## src/rtl/rv32i_pkg.sv

```systemverilog
// Constants shared between the fetch front end and the pipeline flush logic.
package rv32i_pkg;

  localparam int unsigned XLEN = 32;
  // ADDI x0,x0,0: bubble presented whenever no fetched instruction is available.
  localparam logic [31:0] NOP  = 32'h0000_0013;

endpackage

```

## src/rtl/fetch_unit_sync_fifo.sv

```systemverilog
// Single-clock FIFO with registered storage; flush has priority over push and pop.
module sync_fifo #(
  parameter int unsigned WIDTH = 32,
  parameter int unsigned DEPTH = 4
) (
  input  logic                         clk,
  input  logic                         rst,
  input  logic                         flush,
  input  logic                         push,
  input  logic [WIDTH-1:0]             wdata,
  input  logic                         pop,
  output logic [WIDTH-1:0]             rdata,
  output logic                         full,
  output logic                         empty,
  output logic [$clog2(DEPTH+1)-1:0]   count
);

  localparam int unsigned AW = $clog2(DEPTH);
  localparam int unsigned CW = $clog2(DEPTH+1);

  logic [WIDTH-1:0] mem_q [DEPTH];
  logic [AW-1:0]    wr_ptr_q, rd_ptr_q;
  logic [CW-1:0]    count_q;
  logic             do_push, do_pop;

  assign full    = (count_q == CW'(DEPTH));
  assign empty   = (count_q == '0);
  assign count   = count_q;
  assign rdata   = mem_q[rd_ptr_q];
  assign do_push = push && !full;
  assign do_pop  = pop && !empty;

  always_ff @(posedge clk) begin
    if (rst || flush) begin
      wr_ptr_q <= '0;
      rd_ptr_q <= '0;
      count_q  <= '0;
    end else begin
      if (do_push) wr_ptr_q <= wr_ptr_q + AW'(1);
      if (do_pop)  rd_ptr_q <= rd_ptr_q + AW'(1);
      count_q <= count_q + CW'(do_push) - CW'(do_pop);
    end
  end

  always_ff @(posedge clk) begin
    if (do_push && !flush && !rst) mem_q[wr_ptr_q] <= wdata;
  end

endmodule

```

## src/rtl/fetch_unit.sv

```systemverilog
// Prefetching instruction-fetch front end: credit-limited issue to a variable-latency
// in-order memory, registered {pc, instr} queue, redirect with stale-response dropping.
module fetch_unit #(
  parameter int unsigned     XLEN     = rv32i_pkg::XLEN,
  parameter int unsigned     DEPTH    = 4,
  parameter logic [XLEN-1:0] RESET_PC = '0,
  parameter logic [XLEN-1:0] NOP      = rv32i_pkg::NOP
) (
  input  logic            clk,
  input  logic            rst,
  input  logic            redirect,
  input  logic [XLEN-1:0] redirect_target,
  output logic            imem_req_valid,
  input  logic            imem_req_ready,
  output logic [XLEN-1:0] imem_req_addr,
  input  logic            imem_rsp_valid,
  input  logic [XLEN-1:0] imem_rsp_data,
  output logic            out_valid,
  input  logic            out_ready,
  output logic [XLEN-1:0] out_pc,
  output logic [XLEN-1:0] out_instr
);

  localparam int unsigned CW = $clog2(DEPTH+1);

  logic [XLEN-1:0]   fetch_pc_q, fetch_pc_d;
  logic [CW-1:0]     outstanding_q, outstanding_d;
  logic [CW-1:0]     drop_cnt_q, drop_cnt_d;
  logic [CW-1:0]     q_count, tag_count;
  logic              q_full, q_empty, tag_full, tag_empty;
  logic [2*XLEN-1:0] q_rdata;
  logic [XLEN-1:0]   tag_rdata;
  logic              credit_ok, req_fire, rsp_keep;

  // Queue entries plus in-flight requests never exceed DEPTH, so every kept response has a slot.
  assign credit_ok      = ({1'b0, q_count} + {1'b0, outstanding_q}) < (CW+1)'(DEPTH);
  assign imem_req_valid = !rst && credit_ok;
  assign imem_req_addr  = fetch_pc_q;
  assign req_fire       = imem_req_valid && imem_req_ready;
  assign rsp_keep       = imem_rsp_valid && (drop_cnt_q == '0);

  assign out_valid = !q_empty;
  assign out_pc    = q_empty ? '0  : q_rdata[2*XLEN-1:XLEN];
  assign out_instr = q_empty ? NOP : q_rdata[XLEN-1:0];

  sync_fifo #(.WIDTH(XLEN), .DEPTH(DEPTH)) u_tag_fifo (
    .clk   (clk),
    .rst   (rst),
    .flush (redirect),
    .push  (req_fire),
    .wdata (fetch_pc_q),
    .pop   (rsp_keep),
    .rdata (tag_rdata),
    .full  (tag_full),
    .empty (tag_empty),
    .count (tag_count)
  );

  sync_fifo #(.WIDTH(2*XLEN), .DEPTH(DEPTH)) u_queue (
    .clk   (clk),
    .rst   (rst),
    .flush (redirect),
    .push  (rsp_keep),
    .wdata ({tag_rdata, imem_rsp_data}),
    .pop   (out_valid && out_ready),
    .rdata (q_rdata),
    .full  (q_full),
    .empty (q_empty),
    .count (q_count)
  );

  always_comb begin
    outstanding_d = outstanding_q + CW'(req_fire) - CW'(imem_rsp_valid);
    fetch_pc_d    = fetch_pc_q;
    drop_cnt_d    = drop_cnt_q;
    if (redirect) begin
      // Everything accepted up to and including this cycle is now stale.
      fetch_pc_d = {redirect_target[XLEN-1:2], 2'b00};
      drop_cnt_d = outstanding_d;
    end else begin
      if (req_fire) fetch_pc_d = fetch_pc_q + XLEN'(4);
      if (imem_rsp_valid && (drop_cnt_q != '0)) drop_cnt_d = drop_cnt_q - CW'(1);
    end
  end

  always_ff @(posedge clk) begin
    if (rst) begin
      fetch_pc_q    <= RESET_PC;
      outstanding_q <= '0;
      drop_cnt_q    <= '0;
    end else begin
      fetch_pc_q    <= fetch_pc_d;
      outstanding_q <= outstanding_d;
      drop_cnt_q    <= drop_cnt_d;
    end
  end

  // Tags are held only for live (non-dropped) requests.
  always_ff @(posedge clk) begin
    if (!rst) begin
      assert (!(rsp_keep && !redirect && q_full));
      assert (!(rsp_keep && tag_empty));
      assert (!(req_fire && tag_full));
      assert (({1'b0, tag_count} + {1'b0, drop_cnt_q}) == {1'b0, outstanding_q});
    end
  end

endmodule

```

## config.mk

```make
export PLATFORM = sky130hd
export DESIGN_NAME = fetch_unit
export DESIGN_NICKNAME = d
export VERILOG_FILES = /design/src/rtl/rv32i_pkg.sv /design/src/rtl/fetch_unit_sync_fifo.sv /design/src/rtl/fetch_unit.sv
export SDC_FILE = /design/constraint.sdc
export NUM_CORES = 1
export LEC_CHECK = 0
export ABC_AREA = 1
export CAP_MARGIN = 30
export CORE_MARGIN = 2
export CORE_UTILIZATION = 56
export CTS_CLUSTER_SIZE = 28
export DETAILED_ROUTE_END_ITERATION = 16
export PLACE_DENSITY = 0.78
export SYNTH_ARGS = -nofsm -noshare
export SYNTH_HDL_FRONTEND = slang
export SYNTH_SLANG_ARGS = --single-unit
```

## constraint.sdc

```tcl
create_clock -name clk -period 6.97 [get_ports clk]
set_input_delay 1.7425 -clock clk [delete_from_list [all_inputs] [get_ports clk]]
set_output_delay 1.7425 -clock clk [all_outputs]
set_load 0.05 [all_outputs]
```

==> results of run 1 <==
-- layout by cell type, fill, tap and decap left out, drive strengths merged, types with 4 or more instances in the layout --
cell / count
a21oi: 101
a31oi: 7
buf: 22
bufinv: 7
clkbuf: 57
clkdlybuf4s50: 161
clkinv: 11
conb: 4
dfxtp: 54
edfxtp: 368
ha: 19
inv: 98
nand2: 127
nand3: 39
nor2: 375
o21ai: 225
o22ai: 30
xnor2: 5
xor2: 4
-- final cells by class --
type	instances	area share [%]
repair buffers	183	8.62
clock inverters	18	1.28
inverters	99	1.78
multi-input cells	952	22.1
flip-flops and latches	422	58.1
well taps	396	2.37
clock buffers	57	5.80
-- path summary, 6_finish.rpt --
path	start	endpoint	slack [ns]	cells past startpoint
setup / recovery	rst	imem_req_valid	1.65	6
hold / removal	u_tag_fifo.rd_ptr_q[1]	u_tag_fifo.rd_ptr_q[1]	0.47	2
setup reg to reg	u_queue.count[1]	u_tag_fifo.mem_q[2][10]	4.04	8
hold reg to reg	u_tag_fifo.rd_ptr_q[1]	u_tag_fifo.rd_ptr_q[1]	0.47	2
-- through the flow --
step | instance area (um2) | utilization [%]
6_report | 20900 | 68.3
5_1_grt | 20900 | 68.3
4_1_cts | 20900 | 68.3
3_5_place_dp | 19400 | 63.5
3_3_place_gp | 19400 | 63.4
2_1_floorplan | 17400 | -
-- Yosys cell counts, types with 5 or more instances --
cell / count / area, um2
edfxtp_1: 368 / 11100
nor2_1: 360 / 1350
o21ai_0: 212 / 1060
nand2_1: 121 / 454
a21oi_1: 100 / 500
inv_1: 92 / 345
dfxtp_1: 54 / 1080
clkbuf_1: 47 / 176
nand3_1: 39 / 195
o22ai_1: 30 / 188
buf_2: 20 / 100
ha_1: 19 / 238
o21ai_1: 12 / 60.1
buf_4: 8 / 60.1
nor2_4: 8 / 90.1
a31oi_1: 7 / 43.8
inv_2: 7 / 26.3
nor2_2: 7 / 43.8
buf_1: 6 / 22.5
xnor2_1: 5 / 43.8
-- worst min-delay path, stage by stage (launching register included) --
cell     delay (ns)
dfxtp_1        0.30
inv_1          0.06
a21oi_1        0.07
-- registers in the layout (all words and copies together) (netlist names), named ones only --
signal	flops
drop_cnt_q	3
imem_req_addr	30
outstanding_q	3
u_queue.count	3
u_queue.mem_q	248
u_queue.rd_ptr_q	2
u_queue.wr_ptr_q	2
u_tag_fifo.count	3
u_tag_fifo.mem_q	120
u_tag_fifo.rd_ptr_q	2
u_tag_fifo.wr_ptr_q	2
-- logic make-up (layout without fill, tap and decap cells) --
kind of cell	after synthesis	count (layout)	share of synthesized area, %
AND/OR/NAND/NOR	549	549	12.9
flip-flops	422	422	69.7
AO/OA/AOI/OAI	368	368	11.0
buffers and inverters	180	357	4.20
adder cells (fa/ha/maj)	22	22	1.71
XOR/XNOR	9	9	0.453
other	1	4	0.0215
-- power groups by stage --
stage               clock network, uW  registers (uW)  logic, uW
floorplan                           0            2980        615
global placement                    0            2950        984
detailed placement                  0            2950       1000
CTS                              2410            2900       1010
global route                     2510            2910       1080
finish                           2380            2900       1010
-- per-layer routing --
metal  vias up  part of all wire, %  wire length [um]
li1       5666                    -                 -
met1      5662                   42             16000
met2       485                   48             18400
met3        63                  7.9              3010
met4         0                  1.9               740
met5         -                    0                 0
==> results.md, run 1 <==
- Status: finished clean
- CTS tree: yes
- H-tree Lvls: 2
- Worst vdd ir: 0.185 mV
- Total congestion overflow: 0
- Final setup vio count: 0
- Grt met2 use: 38.6%
- Via count: 11,900
- Endpoint class of the critical path: output port
- Power per cell area: 301 nW/um2
- Share of layout cells above drive strength 1: 7.45%
- Register share of total power: 46.1%
- Clock-pin slew on the worst setup and hold paths: 0.06 ns
- CTS Hold Bufs: 0
- Post-place setup slack: 1.63 ns
- Via-to-Cell Ratio: 5.58
- Hold Crit Class: flop to flop
- Worst-path maximum fanout: 31
- Warnings from Yosys: 0
- Nets: 1,792
- # diodes: 0
- # fillers: 2,117
- Switching share of power: 26.6%
- GR peak layer: met2
- Max Clk Rate: 0.188 GHz
- Clock power frac: 37.9%
- Top delay family on crit path: buffers and inverters
- Multi-input logic area: 4610 um2
- Leakage power: 0.00720 uW
- Synth Flop Type: edfxtp_1
- Worst path max stage delay: 0.79 ns
- Crit start category: input port
- P&R area growth vs syn: 20.0%
- Die Area: 32,500 um2
- Avg Synthesized Cell Area: 11.2 um2
- RePlAce Congestion: 0.918
- Longest Clk Path Bufs: 3
- Core Footprint: 30,600 um2
- Worst Path Buf+Inv: 4
- Tcrit/Tclk final: 76.3%
- GR Layer Usage met1: 32.4%
- Cell count after synthesis: 1,551
- Placed Cells incl. Taps: 2,052
- Routed wire per std cell: 17.9 um
- GR Util All Layers: 23.3%
- Clock root cell: clkbuf_16
- RSZ-0062 raised after global routing: false
- Clock Latency Late Sink: 0.53 ns
- Post-DP HPWL: 21,900 um
- Met3 global-route usage: 3.13%
- Synth Register Bits: 422
- I/O pin count: 168
- Crit-path slowest cell: clkdlybuf4s50_1
- Sequential share of the synthesized area: 69.7%
- Max-slew violation total from the final report: 0
- Final WL: 38,100 um
- 1st-iter DRT viols: 1,128
- CTS Sinks: 422
- Cell Chain, Critical Path: clkdlybuf4s50_1 > buf_4 > nor2_4 > nand3_1 > inv_1 > clkdlybuf4s50_1
- Final hold slack: 0.472 ns
- Slew headroom: 33.2%
- Number of enable flip-flop cells after synthesis: 368
- Post-cts sizing count: 0
- Worst Path Arrival: 3.57 ns
- Distinct cells, synth: 35
- Skew final: 0.0155 ns
- Comb pwr share: 16.0%
- Number of global-route vias before repair: 11,600
- Clock period minus worst slack: 5.32 ns
- Largest net degree at the start of global routing: 63
- Measured slew at the worst slew-check pin: 1.00 ns
- Kind of critical path: input port to output port
- Final Hold Viols: 0
- Switch Pwr: 1670 uW
- CP most frequent cell: clkdlybuf4s50_1
- Num CTS Buffers: 42
- Die X: 180 um
- Internal power: 4620 uW
- PnR worst setup slack: 1.65 ns
- Cell Area, Synth: 17,400 um2
- WP data required: 5.23 ns
- Register area: 12,100 um2
- First-pass GRT wire length: 60,400 um
- Site Rows: 64
- Port Buffers: 161
- Layout Cells excl Fill: 2,127
- Total of max-cap violations: 0
- Synth async-reset ratio: 0%
- Setup bufs post-CTS: 0
- Initial antenna violation count: 0
- TNS Setup: 0 ns
- Drt drc: 0
- Detailed Routing Iterations Pass 1: 5
- Antenna viol nets, final: 0
- Final Power: 6290 uW
- Die height: 180 um
- Initial Util: 56.9%
Note: power is estimated with default switching activity, not from simulation.
==> run 2, diff against run 1 <==
clock period = 5.1 ns   (was 6.97 ns; I/O delays follow)
==> results.md, run 2 (synthesis gave the netlist of run 1 again) <==
- Site Rows: 64
- Final setup vio count: 0
- Hold Crit Class: flop to flop
- Grt met2 use: 37.7%
- Largest net degree at the start of global routing: 125
- Setup bufs post-CTS: 0
- Crit start category: flop
- Max-slew violation total from the final report: 0
- Status: finished clean
- Instance count on the critical path: 5
- Routed wire per std cell: 17.4 um
- Post-place setup slack: 1.06 ns
- Drt drc: 0
- Num CTS Buffers: 42
- Fin util: 68.2%
- Endpoint class of the critical path: output port
- Max reg flops: 248
- Final WL: 37,200 um
- Worst Path Arrival: 3.18 ns
- Crit-path slowest cell: clkdlybuf4s50_1
- Worst vdd ir: 0.264 mV
- Via-to-Cell Ratio: 5.56
- Max Clk Rate: 0.225 GHz
- H-tree Lvls: 2
- Clock-pin slew on the worst setup and hold paths: 0.06 ns
- Initial antenna violation count: 0
- Worst path max stage delay: 0.90 ns
- First-pass GRT wire length: 58,700 um
- Most frequent cells in the layout: edfxtp_1, nor2_1, o21ai_0, clkdlybuf4s50_1, nand2_1
- Largest Register: u_queue.mem_q
- Port Buffers: 161
- Die height: 180 um
- WP data required: 3.83 ns
- Die X: 180 um
- Clock root cell: clkbuf_16
- Worst Path Buf+Inv: 3
- Kind of critical path: flop to output port
- CTS tree: yes
- Total congestion overflow: 0
- GR peak layer: met2
- P&R area growth vs syn: 19.9%
- Number of global-route vias before repair: 11,600
- Via count: 11,900
- Leakage power: 0.00719 uW
- Final hold slack: 0.467 ns
- CTS Sinks: 422
- I/O pin count: 168
- Clock period minus worst slack: 4.45 ns
- Top delay family on crit path: buffers and inverters
- Skew final: 0.0133 ns
- Final Power: 8430 uW
- Worst-path maximum fanout: 52
- PnR worst setup slack: 0.649 ns
- Clock Latency Late Sink: 0.53 ns
- Total of max-cap violations: 0
- Post-DP HPWL: 21,700 um
- 1st-iter DRT viols: 1,031
- TNS Setup: 0 ns
- Post-cts sizing count: 0
- GR Util All Layers: 22.6%
- Longest Clk Path Bufs: 3
- RePlAce Congestion: 0.904
- Detailed Routing Iterations Pass 1: 7
- Min-Delay Path Depth: 2
- Nets: 1,795
- Final Hold Viols: 0
- Met3 global-route usage: 3.46%
- Tcrit/Tclk final: 87.3%
- CTS Hold Bufs: 0
- Cell Chain, Critical Path: inv_2 > buf_4 > nor2_1 > o311ai_0 > clkdlybuf4s50_1
- Core Footprint: 30,600 um2
- Measured slew at the worst slew-check pin: 0.975 ns
- Die Area: 32,500 um2
- R2r worst-path depth: 7
- Commonest non-fill, non-tap cell in the layout: edfxtp_1
- Initial Util: 56.9%
- Antenna viol nets, final: 0
- Share of layout cells above drive strength 1: 7.49%
- Slew headroom: 34.9%
- Power per cell area: 404 nW/um2
- GR Layer Usage met1: 30.6%
- # diodes: 0
- RSZ-0062 raised after global routing: false
run 2: cell type report:
class | instances | area (um2)
fillers | 2129 | 9720
repair buffers | 186 | 1870
well taps | 396 | 495
clock inverters | 24 | 236
multi-input cells | 952 | 4600
flip-flops and latches | 422 | 12100
clock buffers | 53 | 1160
inverters | 99 | 372
run 2: per-stage QoR:
step | instances | instance area (um2)
after floorplan | 1554 | 17400
after global placement | 2055 | 19500
after detailed placement | 2055 | 19500
after CTS | 2132 | 20900
after global routing | 2132 | 20900
final | 2132 | 20900
run 2: path summary, 6_finish.rpt:
| kind | from | to | slack, ns |
|---|---|---|---|
| max reg2reg | drop_cnt_q[0] | u_queue.mem_q[2][17] | 2.36 |
| min reg2reg | u_tag_fifo.rd_ptr_q[1] | flop | 0.47 |
| min | u_tag_fifo.rd_ptr_q[1] | flop | 0.47 |
| max | flop | out_instr[1] | 0.65 |
run 2: tightest hold or removal path: cells and delay by family (launching register included):
family / cells / cell delay [ns]
flops: 1 / 0.30
compound gates: 1 / 0.07
buf+inv: 1 / 0.06
run 2: power by group:
part,leakage (uW),switching (uW),internal (uW)
Clock,0.000686,1230,1860
Sequential,0.00378,81.1,3880
Combinational,0.00272,959,427
run 2: metal layers:
| layer | wire length [um] | share of wire (%) |
|---|---|---|
| met2 | 17800 | 48 |
| met1 | 15800 | 43 |
| met5 | 0 | 0 |
| met3 | 2660 | 7.2 |
| met4 | 925 | 2.5 |
